[src/rtl/fp_serial_op_ctrl.sv]
// fp_serial_op_ctrl: serial front end and sequencer for the FP adder.
//
// It shifts in three MSB-first frames of DATA_W bits each: operand A, operand B,
// and a setup frame. Only the last CFG_W bits of the setup frame are kept. It then
// pulses adder_start_out for one cycle and waits for adder_done_in, or aborts after
// TIMEOUT cycles. Finally it shifts the result out MSB first, one bit per clock.
//
// Ports:
//   clk_in, rst_in          clock, asynchronous active-high reset
//   en_in, serial_in        serial bit strobe and data (frames are loaded only on strobes)
//   adder_done_in           adder completion pulse (sampled only in WAIT)
//   adder_result_in         adder result, valid together with adder_done_in
//   op_a_out, op_b_out      operands to the adder
//   setup_out               adder setup byte
//   adder_start_out         one-cycle start pulse
//   serial_out              result bit stream, MSB first
//   result_valid_out        high while result bits are on serial_out
//   busy_out                low only when idle in LOAD_A with no bits received
//   timeout_out             sticky timeout flag, cleared by the next start
module fp_serial_op_ctrl #(
  parameter int unsigned DATA_W  = 32,
  parameter int unsigned CFG_W   = 8,
  parameter int unsigned TIMEOUT = 64
) (
  input  logic              clk_in,
  input  logic              rst_in,
  input  logic              en_in,
  input  logic              serial_in,
  input  logic              adder_done_in,
  input  logic [DATA_W-1:0] adder_result_in,
  output logic [DATA_W-1:0] op_a_out,
  output logic [DATA_W-1:0] op_b_out,
  output logic [CFG_W-1:0]  setup_out,
  output logic              adder_start_out,
  output logic              serial_out,
  output logic              result_valid_out,
  output logic              busy_out,
  output logic              timeout_out
);

  localparam int unsigned CNT_W  = $clog2(DATA_W) + 1;
  localparam int unsigned WAIT_W = $clog2(TIMEOUT);

  localparam logic [CNT_W-1:0]  LAST_BIT  = CNT_W'(DATA_W - 1);
  localparam logic [CNT_W-1:0]  CFG_FIRST = CNT_W'(DATA_W - CFG_W);
  localparam logic [WAIT_W-1:0] WAIT_LAST = WAIT_W'(TIMEOUT - 1);

  typedef enum logic [2:0] {
    ST_LOAD_A,
    ST_LOAD_B,
    ST_LOAD_CFG,
    ST_START,
    ST_WAIT,
    ST_SHIFT
  } state_t;

  state_t              state_q, state_d;
  logic [CNT_W-1:0]    cnt_q, cnt_d;
  logic [WAIT_W-1:0]   wcnt_q, wcnt_d;
  logic [DATA_W-1:0]   op_a_q, op_a_d;
  logic [DATA_W-1:0]   op_b_q, op_b_d;
  logic [CFG_W-1:0]    setup_q, setup_d;
  logic [DATA_W-1:0]   shreg_q, shreg_d;
  logic                start_q, start_d;
  logic                valid_q, valid_d;
  logic                busy_q, busy_d;
  logic                timeout_q, timeout_d;
  logic                last_bit;

  assign last_bit = (cnt_q == LAST_BIT);

  always_comb begin
    state_d   = state_q;
    cnt_d     = cnt_q;
    wcnt_d    = wcnt_q;
    op_a_d    = op_a_q;
    op_b_d    = op_b_q;
    setup_d   = setup_q;
    shreg_d   = shreg_q;
    start_d   = 1'b0;
    valid_d   = valid_q;
    timeout_d = timeout_q;

    unique case (state_q)
      ST_LOAD_A: begin
        if (en_in) begin
          op_a_d = {op_a_q[DATA_W-2:0], serial_in};
          cnt_d  = last_bit ? '0 : cnt_q + CNT_W'(1);
          if (last_bit) state_d = ST_LOAD_B;
        end
      end
      ST_LOAD_B: begin
        if (en_in) begin
          op_b_d = {op_b_q[DATA_W-2:0], serial_in};
          cnt_d  = last_bit ? '0 : cnt_q + CNT_W'(1);
          if (last_bit) state_d = ST_LOAD_CFG;
        end
      end
      ST_LOAD_CFG: begin
        if (en_in) begin
          if (cnt_q >= CFG_FIRST) setup_d = {setup_q[CFG_W-2:0], serial_in};
          cnt_d = last_bit ? '0 : cnt_q + CNT_W'(1);
          // The start pulse, wait-counter clear and timeout clear are registered
          // on entry, so all three take effect during the START cycle itself.
          if (last_bit) begin
            state_d   = ST_START;
            start_d   = 1'b1;
            wcnt_d    = '0;
            timeout_d = 1'b0;
          end
        end
      end
      ST_START: begin
        state_d = ST_WAIT;
      end
      ST_WAIT: begin
        // If done and the timeout land in the same cycle, done wins.
        if (adder_done_in) begin
          shreg_d = adder_result_in;
          valid_d = 1'b1;
          state_d = ST_SHIFT;
        end else if (wcnt_q == WAIT_LAST) begin
          shreg_d   = '0;
          timeout_d = 1'b1;
          valid_d   = 1'b1;
          state_d   = ST_SHIFT;
        end else begin
          wcnt_d = wcnt_q + WAIT_W'(1);
        end
      end
      ST_SHIFT: begin
        // After DATA_W shifts the register is all zeros, so serial_out returns to 0.
        shreg_d = shreg_q << 1;
        cnt_d   = last_bit ? '0 : cnt_q + CNT_W'(1);
        if (last_bit) begin
          valid_d = 1'b0;
          state_d = ST_LOAD_A;
        end
      end
      default: begin
        state_d = ST_LOAD_A;
        cnt_d   = '0;
      end
    endcase

    busy_d = !((state_d == ST_LOAD_A) && (cnt_d == '0));
  end

  always_ff @(posedge clk_in or posedge rst_in) begin
    if (rst_in) begin
      state_q   <= ST_LOAD_A;
      cnt_q     <= '0;
      wcnt_q    <= '0;
      op_a_q    <= '0;
      op_b_q    <= '0;
      setup_q   <= '0;
      shreg_q   <= '0;
      start_q   <= 1'b0;
      valid_q   <= 1'b0;
      busy_q    <= 1'b0;
      timeout_q <= 1'b0;
    end else begin
      state_q   <= state_d;
      cnt_q     <= cnt_d;
      wcnt_q    <= wcnt_d;
      op_a_q    <= op_a_d;
      op_b_q    <= op_b_d;
      setup_q   <= setup_d;
      shreg_q   <= shreg_d;
      start_q   <= start_d;
      valid_q   <= valid_d;
      busy_q    <= busy_d;
      timeout_q <= timeout_d;
    end
  end

  assign op_a_out         = op_a_q;
  assign op_b_out         = op_b_q;
  assign setup_out        = setup_q;
  assign adder_start_out  = start_q;
  assign serial_out       = shreg_q[DATA_W-1];
  assign result_valid_out = valid_q;
  assign busy_out         = busy_q;
  assign timeout_out      = timeout_q;

endmodule

[config.mk]
export PLATFORM = sky130hd
export DESIGN_NAME = fp_serial_op_ctrl
export DESIGN_NICKNAME = d
export VERILOG_FILES = /design/src/rtl/fp_serial_op_ctrl.sv
export SDC_FILE = /design/constraint.sdc
export NUM_CORES = 1
export LEC_CHECK = 0
export CAP_MARGIN = 25
export CORE_MARGIN = 2
export CORE_UTILIZATION = 54
export DETAILED_ROUTE_END_ITERATION = 12
export PLACE_DENSITY = 0.84
export REMOVE_ABC_BUFFERS = 1
export SETUP_SLACK_MARGIN = 0.1
export SLEW_MARGIN = 0
export SYNTH_ARGS = -nofsm -noshare
export SYNTH_HDL_FRONTEND = slang
export SYNTH_SLANG_ARGS = --single-unit
[constraint.sdc]
create_clock -name clk_in -period 8.4 [get_ports clk_in]
set_input_delay 1.26 -clock clk_in [delete_from_list [all_inputs] [get_ports clk_in]]
set_output_delay 1.26 -clock clk_in [all_outputs]
set_load 0.1 [all_outputs]
==> impl_metrics.toml <==
[run_status]
status = "finished clean"

[clock_network]
holdBufCountCts = 0
clkTransAtPathRegs_ns = 0.06
post_cts_buffers = 0
htree_num_levels = 4
clock_sinks = 123
cts_made_buffers = 17
clkLatencyLatePin_ns = 0.51
cts_root_buffer = "clkbuf_8"
cts_tree = "yes"
cts_resized = 0
clockBufferDepth = 2

[floorplanning]
die_y_um = 102.2
core.rowCount = 35
top_level_ports = 114
die_x_um = 102.2
core_mm2 = 0.009284
start_util = 0.5611
die-area_mm2 = 0.01045

[routing]
vias = 3823
final_antenna_net_count = 0
drt_iter0_markers = 127
wirelength_um = 11400
route.detailed.wl_per_inst_um = 16.69
vias_per_cell = 5.597
drc = 0
drt_first_pass_iters = 5

[grt]
grt_pass1_vias = 3818
grt_pass1_wl_um = 18370
track_usage = 0.2264
gr-total-overflow = 0
grt_max_degree = 73
antenna_found_initial = 0

[timing]
finalSetupViolations = 0
worst_slew_margin_rel = 0.3160
fin_crit_sh = 0.4008
max_freq_ghz = 0.2970
slew_violations = 0
finClkSkew_ns = 0.008133
rsz0062_at_grt = "no"
hold_viol = 0
fin_crit_ns = 3.367
worst_pin_slew_ns = 1.023
fin_setup_tns_ns = 0

[synthesis]
yosys_warnings = 0
yosysTopAreaCell = "dfrtp_1"
ys.flop_type = "dfrtp_1"
synth_top_area_share = 0.5909
synth_edf_count = 0
synth-seq-area-share = 0.5909
syn_area_mm2 = 0.005209
synthCells = 427
yosys-top-cells-area = "dfrtp_1, mux2_2, a22oi_1, nand3_1, nand2_1"
synth_cell_type_count = 46
syn_avg_cell_area_um2 = 12.20
synthArstFlopShare = 1.000
ys_seq_elements = 123

[critical_path]
worst-setup-path-type = "register to primary output"
end_kind = "primary output"
rr_worst_depth = 6
cp.arrival_ns = 2.11
path_cells = "clkdlybuf4s50_1"
critPathBufInv = 1
critPathLaunchType = "register"
cpMaxStageDelayCell = "clkdlybuf4s50_1"
cp_num_cells = 1
crit_family = "buffers and inverters"
slowest_delay_ns = 1.19
cp_max_fo = 3
crit_required_ns = 7.14

[hold_path]
hold_path.class = "register to register"
hold_path_depth = 2

[layout]
finish.instance_area_mm2 = 0.007108
diodes = 0
fin_nets = 581
finish.utilization = 0.7656
area_growth_pct = 36.46
drive_gt1_frac = 0.2274

[power]
ir_drop_mv = 0.1610
p_leak_uw = 0.003312
power_density_mw_per_mm2 = 308.7

[placed_design]
placed_cell_area_mm2 = 0.006442
gp_congestion = 0.8556
numPortBuffers = 113
dp_hpwl_um = 7069

[flow_run]
cap_violations = 0
[synth_stat cells (2+ instances only)]
cell type and number:
o21ai_0 11, inv_2 2, buf_2 8, nor3_1 2, nor4_1 2, nand2_1 48, a21oi_1 8, a22oi_1 31
clkbuf_1 12, mux2_1 2, mux2_2 73, mux2i_1 3, nand3_1 37, buf_4 4, nor2_1 15, ha_1 3
dfrtp_1 123, nor3_2 3, a32oi_1 2, inv_1 4, nor2_2 2, and3_1 3, o22a_1 2, nor2b_1 2
o21ai_1 4
[cell usage in the layout, fill, tap and decap left out, types with 4 or more instances in the layout]
cell	Yosys	routed
a22oi_1	31	31
mux2_2	73	73
nand3_1	37	37
buf_4	4	4
o21ai_0	11	11
clkdlybuf4s50_1	0	113
clkbuf_16	0	16
a21oi_1	8	8
bufinv_16	0	4
nor2_1	15	14
dfrtp_1	123	123
clkinv_4	0	4
nand2_1	48	48
[final timing paths]
kind                       slack [ns]                  endpoint                    start
min reg2reg                      0.49   shreg_q[17]$_DFFE_PP0P_  shreg_q[17]$_DFFE_PP0P_
min                              0.49   shreg_q[17]$_DFFE_PP0P_  shreg_q[17]$_DFFE_PP0P_
max reg2reg                      6.19      state_q[0]$_DFF_PP0_     state_q[2]$_DFF_PP0_
max in group asynchronous        5.90  setup_out[7]$_DFFE_PP0P_                   rst_in
max                              5.03               op_b_out[3]  op_b_out[3]$_DFFE_PP0P_
min in group asynchronous        1.17   shreg_q[13]$_DFFE_PP0P_                   rst_in
[per-stage QoR]
step                      instances  setup WS, ns  power [uW]  hold WS (ns)
final                           683         5.033        2194        0.4887
after global routing            683         4.994        2312        0.5184
after CTS                       681         5.023        2186        0.4929
after detailed placement        649         5.118        1422        0.4796
after global placement          648         5.176        1383        0.4715
after floorplan                 402         3.869        1241        0.4605
[metal layers]
metal / wire length [um] / track usage / vias up
met5: 0 / 0 / -
met4: 151 / 0.08410 / 0
met3: 984 / 0.09234 / 16
met2: 5478 / 0.3553 / 148
met1: 4786 / 0.2849 / 1887
li1: - / - / 1772
[layout make-up]
cell class              instances  area (um2)
flip-flops and latches        123        3078
fillers                       604        2176
multi-input cells             273        2002
repair buffers                120        1219
clock buffers                  19       431.7
clock inverters                13       191.4
well taps                     129       161.4
inverters                       6       25.02
[flip-flops by register name, indices dropped and copies added (netlist names)]
name and cells:
wcnt_q 6, result_valid_out 1, state_q 3, busy_out 1
op_b_out 32, timeout_out 1, adder_start_out 1, op_a_out 32
cnt_q 6, setup_out 8, shreg_q 32
[cells by family after synthesis]
group	synth area share
and+or+nand+nor	0.1088
DFF	0.5909
buffers and inverters	0.02714
adders and majority gates	0.007207
muxes	0.1679
AOI/OAI and AO/OA	0.09801
[power breakdown]
| part | internal [uW] | switching, uW |
|---|---|---|
| Combinational | 231 | 412 |
| Sequential | 697 | 98.4 |
| Clock | 491 | 264 |
| Total | 1420 | 774 |
(Power assumes the default switching activity.)
